[config.mk]
export PLATFORM = sky130hd
export DESIGN_NAME = pipeline_scoreboard_flat
export DESIGN_NICKNAME = d
export VERILOG_FILES = /design/src/rtl/pipeline_scoreboard_pkg.sv /design/src/rtl/pipeline_scoreboard_if.sv /design/src/rtl/pipeline_scoreboard_sb_match.sv /design/src/rtl/pipeline_scoreboard.sv /design/src/flat_wrapper.sv
export SDC_FILE = /design/constraint.sdc
export NUM_CORES = 1
export LEC_CHECK = 0
export ABC_AREA = 1
export CAP_MARGIN = 20
export CORE_MARGIN = 5
export CORE_UTILIZATION = 54
export CTS_BUF_LIST = sky130_fd_sc_hd__clkbuf_16
export DETAILED_ROUTE_END_ITERATION = 10
export PLACE_DENSITY_LB_ADDON = 0.12
export SLEW_MARGIN = 20
export SYNTH_ARGS = -nofsm -noshare
export SYNTH_HDL_FRONTEND = slang
export SYNTH_SLANG_ARGS = --single-unit
[constraint.sdc]
create_clock -name clock -period 3.69 [get_ports clock]
set_clock_uncertainty 0.1 [all_clocks]
set_input_delay 0.369 -clock clock [delete_from_list [all_inputs] [get_ports clock]]
set_output_delay 0.369 -clock clock [all_outputs]
set_load 0.03 [all_outputs]
[src/rtl/pipeline_scoreboard_pkg.sv]
// Shared types and constants for the pipeline scoreboard and its users.
package pipeline_pkg;

  // Storage widths of a tracked write; large enough for any legal AW and STAGES (<= 7).
  localparam int unsigned SB_RD_W    = 16;
  localparam int unsigned SB_AVAIL_W = 3;

  // Forward select meaning "read the register file".
  localparam int unsigned FWD_REGFILE = 0;

  // Post-decode stage numbering.
  localparam int unsigned SB_EX  = 1;
  localparam int unsigned SB_MEM = 2;
  localparam int unsigned SB_WB  = 3;

  // First stage whose output carries the result, per instruction class.
  localparam int unsigned AVAIL_ALU  = 2;
  localparam int unsigned AVAIL_LOAD = 3;

  // One in-flight destination write.
  typedef struct packed {
    logic                  valid;
    logic [SB_RD_W-1:0]    rd;
    logic [SB_AVAIL_W-1:0] avail;
  } sb_entry_t;

  // Bound the availability stage to 1..stages.
  function automatic logic [SB_AVAIL_W-1:0] sb_clamp_avail(
    input logic [SB_AVAIL_W-1:0] avail,
    input int unsigned           stages
  );
    logic [SB_AVAIL_W-1:0] res;
    res = avail;
    if (avail == '0) begin
      res = SB_AVAIL_W'(1);
    end else if (32'(avail) > stages) begin
      res = SB_AVAIL_W'(stages);
    end
    return res;
  endfunction

endpackage

[src/rtl/pipeline_scoreboard_if.sv]
// Decode-side bundle between the ID stage and the scoreboard.
interface pipeline_scoreboard_if #(
  parameter int unsigned STAGES  = 3,
  parameter int unsigned NUM_SRC = 2,
  parameter int unsigned AW      = 5
);
  localparam int unsigned SW = $clog2(STAGES + 1);

  logic                  issue_valid;
  logic                  issue_we;
  logic [AW-1:0]         issue_rd;
  logic [SW-1:0]         issue_avail;
  logic [NUM_SRC-1:0]    src_used;
  logic [NUM_SRC*AW-1:0] src_addr;
  logic                  flush;
  logic                  stall;
  logic [NUM_SRC*SW-1:0] fwd_sel;

  // ID stage: supplies decode info, consumes hazard decisions.
  modport master (
    output issue_valid, issue_we, issue_rd, issue_avail, src_used, src_addr, flush,
    input  stall, fwd_sel
  );

  // Scoreboard: consumes decode info, drives hold/bubble and bypass selects.
  modport slave (
    input  issue_valid, issue_we, issue_rd, issue_avail, src_used, src_addr, flush,
    output stall, fwd_sel
  );
endinterface

[src/rtl/pipeline_scoreboard_sb_match.sv]
// Combinational match of one source operand against the in-flight write array.
module sb_match
  import pipeline_pkg::*;
#(
  parameter int unsigned STAGES = 3,
  parameter int unsigned AW     = 5
) (
  input  logic                   used_i,
  input  logic [AW-1:0]          addr_i,
  input  sb_entry_t [STAGES-1:0] entries_i,
  output logic                   hit_o,
  output logic [$clog2(STAGES+1)-1:0] sel_o,
  output logic                   stall_o
);
  localparam int unsigned SW = $clog2(STAGES + 1);

  // Scan oldest to youngest so the youngest producer overrides older ones.
  always_comb begin
    hit_o   = 1'b0;
    sel_o   = SW'(FWD_REGFILE);
    stall_o = 1'b0;
    if (used_i && (addr_i != '0)) begin
      for (int unsigned s = STAGES; s >= 1; s--) begin
        if (entries_i[s-1].valid && (entries_i[s-1].rd == SB_RD_W'(addr_i))) begin
          hit_o = 1'b1;
          if (s >= 32'(entries_i[s-1].avail)) begin
            sel_o   = SW'(s);
            stall_o = 1'b0;
          end else begin
            sel_o   = SW'(FWD_REGFILE);
            stall_o = 1'b1;
          end
        end
      end
    end
  end

endmodule

[src/rtl/pipeline_scoreboard.sv]
// Hazard tracker and forwarding controller: tracks in-flight writes per post-ID stage,
// selects the youngest forwarding stage per source, or stalls ID until the result exists.
module pipeline_scoreboard
  import pipeline_pkg::*;
#(
  parameter int unsigned STAGES  = 3,
  parameter int unsigned NUM_SRC = 2,
  parameter int unsigned AW      = 5,
  parameter int unsigned CW      = 32
) (
  input  logic                  clock,
  input  logic                  reset,
  pipeline_scoreboard_if.slave  sb_if,
  output logic [STAGES-1:0]     stage_valid,
  output logic [CW-1:0]         stall_count,
  output logic [CW-1:0]         fwd_count
);
  localparam int unsigned SW = $clog2(STAGES + 1);

  sb_entry_t [STAGES-1:0] entries_q, entries_d;
  logic [CW-1:0]          stall_count_q, stall_count_d;
  logic [CW-1:0]          fwd_count_q, fwd_count_d;

  logic [NUM_SRC-1:0]     src_hit_c;
  logic [NUM_SRC-1:0]     src_stall_c;
  logic [NUM_SRC*SW-1:0]  fwd_sel_c;
  logic                   stall_c;
  logic                   any_fwd_c;

  // One matcher per source operand.
  for (genvar g = 0; g < NUM_SRC; g++) begin : g_src
    sb_match #(
      .STAGES (STAGES),
      .AW     (AW)
    ) u_match (
      .used_i    (sb_if.src_used[g]),
      .addr_i    (sb_if.src_addr[g*AW +: AW]),
      .entries_i (entries_q),
      .hit_o     (src_hit_c[g]),
      .sel_o     (fwd_sel_c[g*SW +: SW]),
      .stall_o   (src_stall_c[g])
    );
  end

  // Hold ID only for a live, unflushed instruction; a flush always wins.
  always_comb begin
    stall_c   = sb_if.issue_valid & ~sb_if.flush & (|src_stall_c);
    // A hit that does not stall always carries a non-zero stage select.
    any_fwd_c = |(src_hit_c & ~src_stall_c);
  end

  assign sb_if.stall   = stall_c;
  assign sb_if.fwd_sel = fwd_sel_c;

  // Shift tracked writes one stage older; stage 1 takes the accepted ID write or a bubble.
  always_comb begin
    entries_d = entries_q;
    for (int unsigned s = 1; s < STAGES; s++) begin
      entries_d[s] = entries_q[s-1];
    end
    entries_d[0].valid = sb_if.issue_valid & sb_if.issue_we & (sb_if.issue_rd != '0)
                         & ~stall_c & ~sb_if.flush;
    entries_d[0].rd    = SB_RD_W'(sb_if.issue_rd);
    entries_d[0].avail = sb_clamp_avail(SB_AVAIL_W'(sb_if.issue_avail), STAGES);
  end

  // Saturating performance counters.
  always_comb begin
    stall_count_d = stall_count_q;
    fwd_count_d   = fwd_count_q;
    if (stall_c && (stall_count_q != '1)) begin
      stall_count_d = stall_count_q + CW'(1);
    end
    if (!stall_c && any_fwd_c && (fwd_count_q != '1)) begin
      fwd_count_d = fwd_count_q + CW'(1);
    end
  end

  // State registers; reset empties the pipeline view immediately.
  always_ff @(posedge clock or posedge reset) begin
    if (reset) begin
      entries_q     <= '0;
      stall_count_q <= '0;
      fwd_count_q   <= '0;
    end else begin
      entries_q     <= entries_d;
      stall_count_q <= stall_count_d;
      fwd_count_q   <= fwd_count_d;
    end
  end

  // Debug view of occupied stages.
  always_comb begin
    stage_valid = '0;
    for (int unsigned s = 0; s < STAGES; s++) begin
      stage_valid[s] = entries_q[s].valid;
    end
  end

  assign stall_count = stall_count_q;
  assign fwd_count   = fwd_count_q;

endmodule

[src/flat_wrapper.sv]
// flat-port wrapper written by rule: the top's interface ports become plain ports
module pipeline_scoreboard_flat import pipeline_pkg::*;
#(
  parameter int unsigned STAGES  = 3,
  parameter int unsigned NUM_SRC = 2,
  parameter int unsigned AW      = 5,
  parameter int unsigned CW      = 32
)
  (clock, reset, stage_valid, stall_count, fwd_count, sb_if_issue_valid, sb_if_issue_we, sb_if_issue_rd, sb_if_issue_avail, sb_if_src_used, sb_if_src_addr, sb_if_flush, sb_if_stall, sb_if_fwd_sel);
  pipeline_scoreboard_if #(.STAGES(STAGES), .NUM_SRC(NUM_SRC), .AW(AW)) sb_if_i ();
  input  logic clock;
  input  logic reset;
  output logic [STAGES-1:0] stage_valid;
  output logic [CW-1:0] stall_count;
  output logic [CW-1:0] fwd_count;
  input wire logic [$bits(sb_if_i.issue_valid)-1:0] sb_if_issue_valid;
  input wire logic [$bits(sb_if_i.issue_we)-1:0] sb_if_issue_we;
  input wire logic [$bits(sb_if_i.issue_rd)-1:0] sb_if_issue_rd;
  input wire logic [$bits(sb_if_i.issue_avail)-1:0] sb_if_issue_avail;
  input wire logic [$bits(sb_if_i.src_used)-1:0] sb_if_src_used;
  input wire logic [$bits(sb_if_i.src_addr)-1:0] sb_if_src_addr;
  input wire logic [$bits(sb_if_i.flush)-1:0] sb_if_flush;
  output wire logic [$bits(sb_if_i.stall)-1:0] sb_if_stall;
  output wire logic [$bits(sb_if_i.fwd_sel)-1:0] sb_if_fwd_sel;
  assign sb_if_i.issue_valid = sb_if_issue_valid;
  assign sb_if_i.issue_we = sb_if_issue_we;
  assign sb_if_i.issue_rd = sb_if_issue_rd;
  assign sb_if_i.issue_avail = sb_if_issue_avail;
  assign sb_if_i.src_used = sb_if_src_used;
  assign sb_if_i.src_addr = sb_if_src_addr;
  assign sb_if_i.flush = sb_if_flush;
  assign sb_if_stall = sb_if_i.stall;
  assign sb_if_fwd_sel = sb_if_i.fwd_sel;
  pipeline_scoreboard #(.STAGES(STAGES), .NUM_SRC(NUM_SRC), .AW(AW), .CW(CW)) u_core (.clock(clock), .reset(reset), .sb_if(sb_if_i), .stage_valid(stage_valid), .stall_count(stall_count), .fwd_count(fwd_count));
endmodule
==> results of run 1 <==
## cells by family (layout without fill, tap and decap cells)
logic type / count (synthesis) / count (layout) / share of synthesized area
flops: 86 / 86 / 0.3883
xor+xnor: 60 / 60 / 0.09481
compound gates: 35 / 35 / 0.03702
buf+inv: 105 / 200 / 0.08826
fa+ha+maj: 2 / 2 / 0.004514
simple gates: 483 / 483 / 0.3871
## worst max-delay path, cell delays in order
cell and delay [ns]:
clkdlybuf4s50_1 0.57, inv_2 0.07, nand2_1 0.06, nand2_1 0.05, nor2_1 0.18, nand4_1 0.11
nand2_1 0.12, nand2_2 0.07, nand2_2 0.12, nand2_4 0.06, inv_2 0.14, clkdlybuf4s50_1 0.71
## registers in the layout, summed over array words and instances, names as in the netlist
| register | count |
|---|---|
| u_core.fwd_count | 32 |
| u_core.stall_count | 32 |
| u_core.entries_d | 14 |
| u_core.entries_q | 5 |
| u_core.stage_valid | 3 |
## layout make-up
cell class | count | share of cell area
clock buffer | 9 | 0.03291
timing repair buffer | 100 | 0.1444
inverter | 84 | 0.04625
sequential | 86 | 0.3144
clock inverter | 7 | 0.01316
multi-input combinational | 580 | 0.4239
tap | 136 | 0.02486
## stage by stage
step                      instances  power (uW)
after floorplan                 771        1131
after global placement          986        1218
after detailed placement        986        1223
after CTS                      1002        2182
after global routing           1002        2250
final                          1002        2160
## power by group
| group | total, uW | switching, uW | internal [uW] | leakage [uW] |
|---|---|---|---|---|
| sequential | 999 | 31.7 | 968 | 0.00115 |
| combinational | 207 | 125 | 81.4 | 0.00187 |
| clock | 954 | 415 | 540 | 0.000147 |
| total | 2160 | 571 | 1590 | 0.00317 |
## how the worst max path moves through the flow
stage / start / endpoint
floorplan: reset / u_core.entries_d[20]$_DFF_PP0_
global placement: sb_if_src_addr[3] / sb_if_stall
detailed placement: sb_if_src_addr[4] / sb_if_stall
CTS: sb_if_src_addr[4] / sb_if_stall
global route: sb_if_src_addr[3] / sb_if_stall
finish: sb_if_src_addr[4] / sb_if_stall
## per-layer routing
| metal | track usage | wire length [um] |
|---|---|---|
| met1 | 0.3594 | 7052 |
| met2 | 0.3896 | 6820 |
| met3 | 0.06659 | 1085 |
| met4 | 0.07948 | 276 |
| met5 | 0 | 0 |
## cells in the mapped netlist, types with 6 or more instances
cell and instances:
nand4_1 47, nand3_1 28, xor2_1 35, nor2_1 86, xnor2_1 25, dfrtp_1 86
nor3_1 22, o21ai_1 17, buf_4 9, nand2_2 6, nor4_1 8, inv_1 74
nand2_1 271, o21ai_2 6, buf_6 8, inv_2 10, o21ai_0 8
==> flow_summary.json, run 1 <==
{
  "outcome": "complete, no violations",
  "dieArea_sq_um": 12390,
  "cts_buffers": 9,
  "synth_top_area_cell": "dfrtp_1",
  "hold_viol_final": 0,
  "power_density_nw_per_um2": 315.6,
  "first_global_vias": 5158,
  "area_delta_synth_final_pct": 23.48,
  "io_pins": 96,
  "ys_seq_area_frac": 0.3883,
  "async_reset_ff_frac": 1.000,
  "tritoncts": "done",
  "rsz0062_at_grt": "no",
  "synth_edf_count": 0,
  "syn_area_sq_um": 5543,
  "hold_depth": 0,
  "drive_gt1_frac": 0.06697,
  "wl_per_cell_um": 15.20,
  "cts_setup_buffers": 0,
  "fillers": 908,
  "row_count": 37,
  "mostFrequentLayoutCells": "nand2_1, clkdlybuf4s50_1, nor2_1, dfrtp_1, inv_1",
  "cp-end-kind": "output port",
  "hold_path_class": "reg2reg",
  "post-place-ws_ns": 0.5834,
  "cp-start-kind": "input port",
  "drt_iter0_drc": 378,
  "synth_top_area_frac": 0.3883,
  "worstRegToRegCells": 14,
  "first_pass_iters": 5,
  "drc": 0,
  "multi_input_area_sq_um": 2902,
  "clk_latency_ns": 0.35,
  "r2r_slack_ns": 1.15,
  "htreeDepth": 3,
  "layout_commonest_cell": "nand2_1",
  "path_class": "in2out",
  "syn_inst": 771,
  "cts.repair.resized": 0,
  "placedInstanceArea_sq_um": 6529,
  "cts-root-buf": "clkbuf_16",
  "required_ns": 3.22,
  "final.period_utilization": 0.8462,
  "final_util": 0.6720,
  "r2r_start": "u_core.entries_d[25]$_DFF_PP0_",
  "setup_viol": 0,
  "fp.dieH_um": 111.3,
  "min_to": "u_core.entries_d[40]$_DFF_PP0_",
  "min_period_ns": 3.123,
  "critPathMaxFanout": 9,
  "grt_util_all_layers": 0.2558,
  "grt_max_degree": 56,
  "vias": 5328,
  "cts_buffer_depth": 2,
  "nets": 887,
  "portBuffers": 95,
  "ir_drop_v": 0.0002723,
  "core_sq_um": 10180,
  "antenna_found_initial": 0,
  "synthFlopType": "dfrtp_1",
  "yosys_warnings": 0,
  "synth.area.top_cells": "dfrtp_1, nand2_1, nor2_1",
  "p_leak_uw": 0.003172,
  "synth-seq-cells": 86,
  "worstMarginPinSlew_ns": 0.6206,
  "dieWidth_um": 111.3,
  "tns_ns": 0,
  "cap_viol_max_count": 0,
  "routed_via_density": 5.317,
  "routed_wl_mm": 15.24,
  "clk_pin_slew_worst_paths_ns": 0.07,
  "hold_buffers": 0,
  "rr_endpoint": "u_core.fwd_count[31]$_DFFE_PP0P_",
  "antenna_left": 0,
  "grt-ovfl-total": 0,
  "hold_path.startpoint": "u_core.entries_d[20]$_DFF_PP0_",
  "start_util": 0.5442,
  "layout_setup_ws_ns": 0.5674,
  "dp.final_hpwl_mm": 11.54,
  "place.gp.congestion": 0.9838,
  "avgSynthCellArea_sq_um": 7.189,
  "finish.instance_area_sq_um": 6844,
  "drv_slew": 0,
  "diodes": 0,
  "syn_nets": 797,
  "ys_types": 32,
  "arrival_ns": 2.65,
  "fmax_mhz": 320.3,
  "seq_area_sq_um": 2152,
  "grt_pass1_wl_mm": 26.06,
  "maxSlewHeadroom": 0.5858,
  "cts_sinks": 86,
  "fin_hold_ws_ns": 0.2665
}
No activity file was read; power rests on OpenSTA's default activity.
==> run 2, diff against run 1 <==
--- a/config.mk
+++ b/config.mk
@@ -8,7 +8,7 @@
 export ABC_AREA = 1
 export CAP_MARGIN = 20
 export CORE_MARGIN = 5
-export CORE_UTILIZATION = 54
+export CORE_UTILIZATION = 49
 export CTS_BUF_LIST = sky130_fd_sc_hd__clkbuf_16
 export DETAILED_ROUTE_END_ITERATION = 10
 export PLACE_DENSITY_LB_ADDON = 0.12
==> constraint.sdc (replaced) <==
create_clock -name clock -period 2.6 [get_ports clock]
set_clock_uncertainty 0.1 [all_clocks]
set_input_delay 0.26 -clock clock [delete_from_list [all_inputs] [get_ports clock]]
set_output_delay 0.26 -clock clock [all_outputs]
set_load 0.03 [all_outputs]
==> run 2 against run 1 <==
  * Die area grew 9.3%
  * Clock power grew 30%
  * Register-to-register slack lost 0.84 ns
  * Non-clock buffer count up 3
  * Critical endpoint unchanged
  * Via count increased by 0.92%
  * Utilization shrank 4.5 points
  * Global-route usage is 1.4 points lower
  * Hold slack worse by 0.085 ns
  * Sequential power increased by 42%
  * Largest power group unchanged
  * Wire length increased by 3.5%
  * Power rose by 37%
  * Cell area is 0.57% higher
==> flow_summary.json, run 2 (synthesis gave the netlist of run 1 again) <==
{
  "outcome": "complete, no violations",
  "placedInstanceArea_sq_um": 6586,
  "grt-ovfl-total": 0,
  "drt_iter0_drc": 501,
  "cap_viol_max_count": 0,
  "htreeDepth": 3,
  "finish.instance_area_sq_um": 6883,
  "cts_buffers": 9,
  "cts_buffer_depth": 2,
  "grt_pass1_wl_mm": 25.69,
  "first_pass_iters": 5,
  "nets": 890,
  "drc": 0,
  "clk_pin_slew_worst_paths_ns": 0.06,
  "portBuffers": 95,
  "area_delta_synth_final_pct": 24.18,
  "r2r_start": "u_core.fwd_count[0]$_DFFE_PP0P_",
  "mostFrequentLayoutCells": "nand2_1, clkdlybuf4s50_1, dfrtp_1",
  "routed_wl_mm": 15.77,
  "p_comb_frac": 0.100,
  "arrival_ns": 2.07,
  "fin_hold_ws_ns": 0.1814,
  "setup_viol": 0,
  "drv_slew": 0,
  "maxSlewHeadroom": 0.5808,
  "grt_util_all_layers": 0.2416,
  "dieArea_sq_um": 13540,
  "required_ns": 2.24,
  "antenna_found_initial": 0,
  "seq_power_share": 0.481,
  "sw_frac_of_total": 0.2481,
  "row_count": 38,
  "ir_drop_v": 0.0004112,
  "p_leak_uw": 0.003228,
  "drive_gt1_frac": 0.07250,
  "core_sq_um": 10980,
  "hold_path_class": "in2async",
  "min_period_ns": 2.432,
  "cts_setup_buffers": 0,
  "finalNonFillerCells": 1009,
  "power_density_nw_per_um2": 429.1,
  "rsz0062_at_grt": "no",
  "final.period_utilization": 0.9354,
  "r2r_slack_ns": 0.31,
  "cp-start-kind": "input port",
  "clk_latency_ns": 0.34,
  "fp.dieH_um": 116.4,
  "first_global_vias": 5095,
  "p_switching_uw": 732.9,
  "fillers": 1007,
  "start_util": 0.5047,
  "worstMarginPinSlew_ns": 0.6240,
  "io_pins": 96,
  "tns_ns": 0,
  "power.share.clock": 0.419,
  "vias": 5377,
  "wl_per_cell_um": 15.63,
  "place.gp.congestion": 0.9584,
  "fmax_mhz": 411.2,
  "antenna_left": 0,
  "hold_viol_final": 0,
  "dp.final_hpwl_mm": 11.93,
  "cts-root-buf": "clkbuf_16",
  "rr_endpoint": "u_core.fwd_count[6]$_DFFE_PP0P_",
  "cp-end-kind": "output port",
  "routed_via_density": 5.329,
  "diodes": 0,
  "dp_cells": 993,
  "critPathMaxFanout": 9,
  "worstRegToRegCells": 11,
  "layout_commonest_cell": "nand2_1",
  "cts_sinks": 86,
  "path_class": "in2out",
  "grt_max_degree": 56,
  "power.total_uw": 2954,
  "intPower_uw": 2221,
  "tritoncts": "done",
  "dieWidth_um": 116.4
}
run 2: critical path, stage by stage:
cell,delay (ns)
clkdlybuf4s50_1,0.53
inv_2,0.07
nand2_1,0.06
nand2_1,0.04
nor2_1,0.21
nand3_2,0.14
nor2_2,0.12
nor2_1,0.05
nand2_1,0.09
nand2_2,0.11
nand2_4,0.13
inv_4,0.08
buf_4,0.17
run 2: cell type report:
class	instances	area [sq um]	area share
Multi-Input combinational cell	580	2912	0.4230
Sequential cell	86	2152	0.3127
Timing Repair Buffer	103	1042	0.1514
Inverter	84	319.1	0.04636
Clock buffer	9	225.2	0.03272
Tap cell	140	175.2	0.02545
Clock inverter	7	57.56	0.008362
run 2: metal layers:
layer	vias to the layer above	part of all wire	global-route usage
met4	0	0.021	0.09590
met1	2506	0.48	0.3542
li1	2645	-	-
met5	-	0	0
met3	27	0.071	0.04560
met2	199	0.43	0.3524
run 2: how the worst max path moves through the flow:
stage | start | to | slack [ns] | cells past startpoint
after floorplan | reset | u_core.entries_d[20]$_DFF_PP0_ | 0.02 | 1
after global placement | sb_if_src_addr[4] | sb_if_fwd_sel[1] | -0.001 | 10
after detailed placement | sb_if_src_addr[9] | sb_if_fwd_sel[2] | -0.01 | 9
after CTS | sb_if_src_addr[4] | sb_if_fwd_sel[1] | 0.001 | 10
after global routing | sb_if_src_addr[4] | sb_if_stall | 0.04 | 12
final | sb_if_src_addr[9] | sb_if_stall | 0.17 | 13
run 2: through the flow:
step | util | setup slack [ns]
2_1_floorplan | - | 0.01815
3_3_place_gp | 0.5997 | -0.001136
3_5_place_dp | 0.5997 | -0.01043
4_1_cts | 0.6253 | 0.001437
5_1_grt | 0.6267 | 0.03745
6_report | 0.6267 | 0.1681
run 2: power groups by stage:
stage	logic, uW	clock network [uW]	registers [uW]
2_1_floorplan	137	0	1470
3_3_place_gp	292	0	1440
3_5_place_dp	298	0	1440
4_1_cts	299	1260	1420
5_1_grt	335	1310	1430
6_report	297	1240	1420
run 2: timing repair:
item | 4_1_cts | 5_1_grt
hold buffers | 0 | 0
resized for setup | 1 | 5
cloned | 0 | 0
setup endpoints to repair | 1 | 2
pin swaps | 0 | 0
==> run 3, diff against run 2 <==
--- a/config.mk
+++ b/config.mk
@@ -10,8 +10,10 @@
 export CORE_MARGIN = 5
 export CORE_UTILIZATION = 49
 export CTS_BUF_LIST = sky130_fd_sc_hd__clkbuf_16
+export CTS_CLUSTER_DIAMETER = 100
 export DETAILED_ROUTE_END_ITERATION = 10
 export PLACE_DENSITY_LB_ADDON = 0.12
+export SKIP_CTS_REPAIR_TIMING = 1
 export SLEW_MARGIN = 20
 export SYNTH_ARGS = -nofsm -noshare
 export SYNTH_HDL_FRONTEND = slang
==> run 3 against run 2 <==
  * Combinational power about the same
  * Global-route usage did not move
  * Via count grew 0.39%
  * Sequential power hardly changed
  * Largest cell class unchanged
  * Largest power group unchanged
==> flow_summary.json, run 3 (synthesis gave the netlist of run 1 again) <==
{
  "multi_input_area_sq_um": 2912,
  "cts_buffer_depth": 2,
  "row_count": 38,
  "dieWidth_um": 116.4,
  "grt-ovfl-total": 0,
  "final_util": 0.6270,
  "drt_iter0_drc": 518,
  "tritoncts": "done",
  "hold_viol_final": 0,
  "diodes": 0,
  "power_density_nw_per_um2": 428.5,
  "required_ns": 2.24,
  "hold_path_class": "in2async",
  "fmax_mhz": 411.1,
  "maxSlewHeadroom": 0.5812,
  "final.period_utilization": 0.9355,
  "first_pass_iters": 6,
  "grt_util_all_layers": 0.2416,
  "grt_max_degree": 56,
  "fillers": 1008,
  "fp.dieH_um": 116.4,
  "cp-start-kind": "input port",
  "clk_pin_slew_worst_paths_ns": 0.06,
  "rsz0062_at_grt": "no",
  "clk_latency_ns": 0.34,
  "nets": 890,
  "vias": 5398,
  "routed_via_density": 5.350,
  "tns_ns": 0,
  "antenna_left": 0,
  "io_pins": 96,
  "p_leak_uw": 0.003242,
  "post-place-ws_ns": -0.01043,
  "layout_commonest_cell": "nand2_1",
  "min_period_ns": 2.432,
  "core_sq_um": 10980,
  "portBuffers": 95,
  "ir_drop_v": 0.0004098,
  "setup_viol": 0,
  "grt_pass1_wl_mm": 25.69,
  "drv_slew": 0,
  "cts-root-buf": "clkbuf_16",
  "htreeDepth": 3,
  "wl_per_cell_um": 15.68,
  "cp-end-kind": "output port",
  "start_util": 0.5047,
  "drive_gt1_frac": 0.07250,
  "layout_setup_ws_ns": 0.1676,
  "cap_viol_max_count": 0,
  "cts_buffers": 9,
  "mostFrequentLayoutCells": "nand2_1, clkdlybuf4s50_1, dfrtp_1",
  "seq_area_sq_um": 2152,
  "drc": 0,
  "arrival_ns": 2.07,
  "place.gp.congestion": 0.9584,
  "critPathMaxFanout": 9,
  "dp.final_hpwl_mm": 11.93,
  "path_class": "in2out",
  "cts_sinks": 86,
  "antenna_found_initial": 0,
  "power.total_uw": 2951,
  "dieArea_sq_um": 13540,
  "first_global_vias": 5095,
  "area_delta_synth_final_pct": 24.24,
  "routed_wl_mm": 15.82,
  "worstMarginPinSlew_ns": 0.6235,
  "outcome": "complete, no violations"
}
run 3: cell count changes in the layout (fill, tap and decap cells not counted):
cell,change
dlymetal6s2s_1,+1
dlygate4sd2_1,-1
run 3: worst paths after layout:
check | start | to | slack, ns | cells after the start
worst max-delay path | sb_if_src_addr[9] | sb_if_stall | 0.17 | 13
worst min-delay path | reset | u_core.fwd_count[1]$_DFFE_PP0P_ | 0.18 | 2
worst max register to register | u_core.fwd_count[0]$_DFFE_PP0P_ | u_core.fwd_count[6]$_DFFE_PP0P_ | 0.30 | 11
worst min register to register | u_core.entries_d[20]$_DFF_PP0_ | u_core.entries_d[40]$_DFF_PP0_ | 0.25 | 0
max in group asynchronous | reset | u_core.stall_count[8]$_DFFE_PP0P_ | 1.59 | 3
min in group clock | u_core.entries_d[20]$_DFF_PP0_ | u_core.entries_d[40]$_DFF_PP0_ | 0.25 | 0
run 3: report_power, final:
part	leakage, uW	internal, uW	total, uW	switching (uW)
clock network	0.000143	728	1230	506
logic	0.00195	118	297	179
registers	0.00115	1370	1420	45.6
total	0.00324	2220	2950	730
run 3: layout make-up:
class                      count  area share
clock buffer                   9     0.03270
clock inverter                 7    0.008358
inverter                      84     0.04633
multi-input combinational    580      0.4228
sequential                    86      0.3125
tap                          140     0.02544
timing repair buffer         103      0.1519
run 3: routing by layer:
| layer | track usage | part of all wire | vias to the layer above |
|---|---|---|---|
| met5 | 0 | 0 | - |
| met1 | 0.3542 | 0.47 | 2521 |
| met4 | 0.09590 | 0.023 | 0 |
| met2 | 0.3524 | 0.43 | 206 |
| met3 | 0.04560 | 0.079 | 27 |
| li1 | - | - | 2644 |
run 3: critical path, stage by stage:
cell and delay, ns:
clkdlybuf4s50_1 0.53, inv_2 0.07, nand2_1 0.06, nand2_1 0.04
nor2_1 0.21, nand3_2 0.14, nor2_2 0.12, nor2_1 0.05
nand2_1 0.09, nand2_2 0.12, nand2_4 0.13, inv_4 0.08
buf_4 0.17
run 3: metrics by stage:
stage / instance area, sq um / hold WS (ns) / std cells
3_3_place_gp: 6586 / 0.2371 / 993
4_1_cts: 6869 / 0.1919 / 1009
2_1_floorplan: 5543 / 0.1914 / 771
5_1_grt: 6887 / 0.2326 / 1009
3_5_place_dp: 6586 / 0.2435 / 993
6_report: 6887 / 0.1796 / 1009
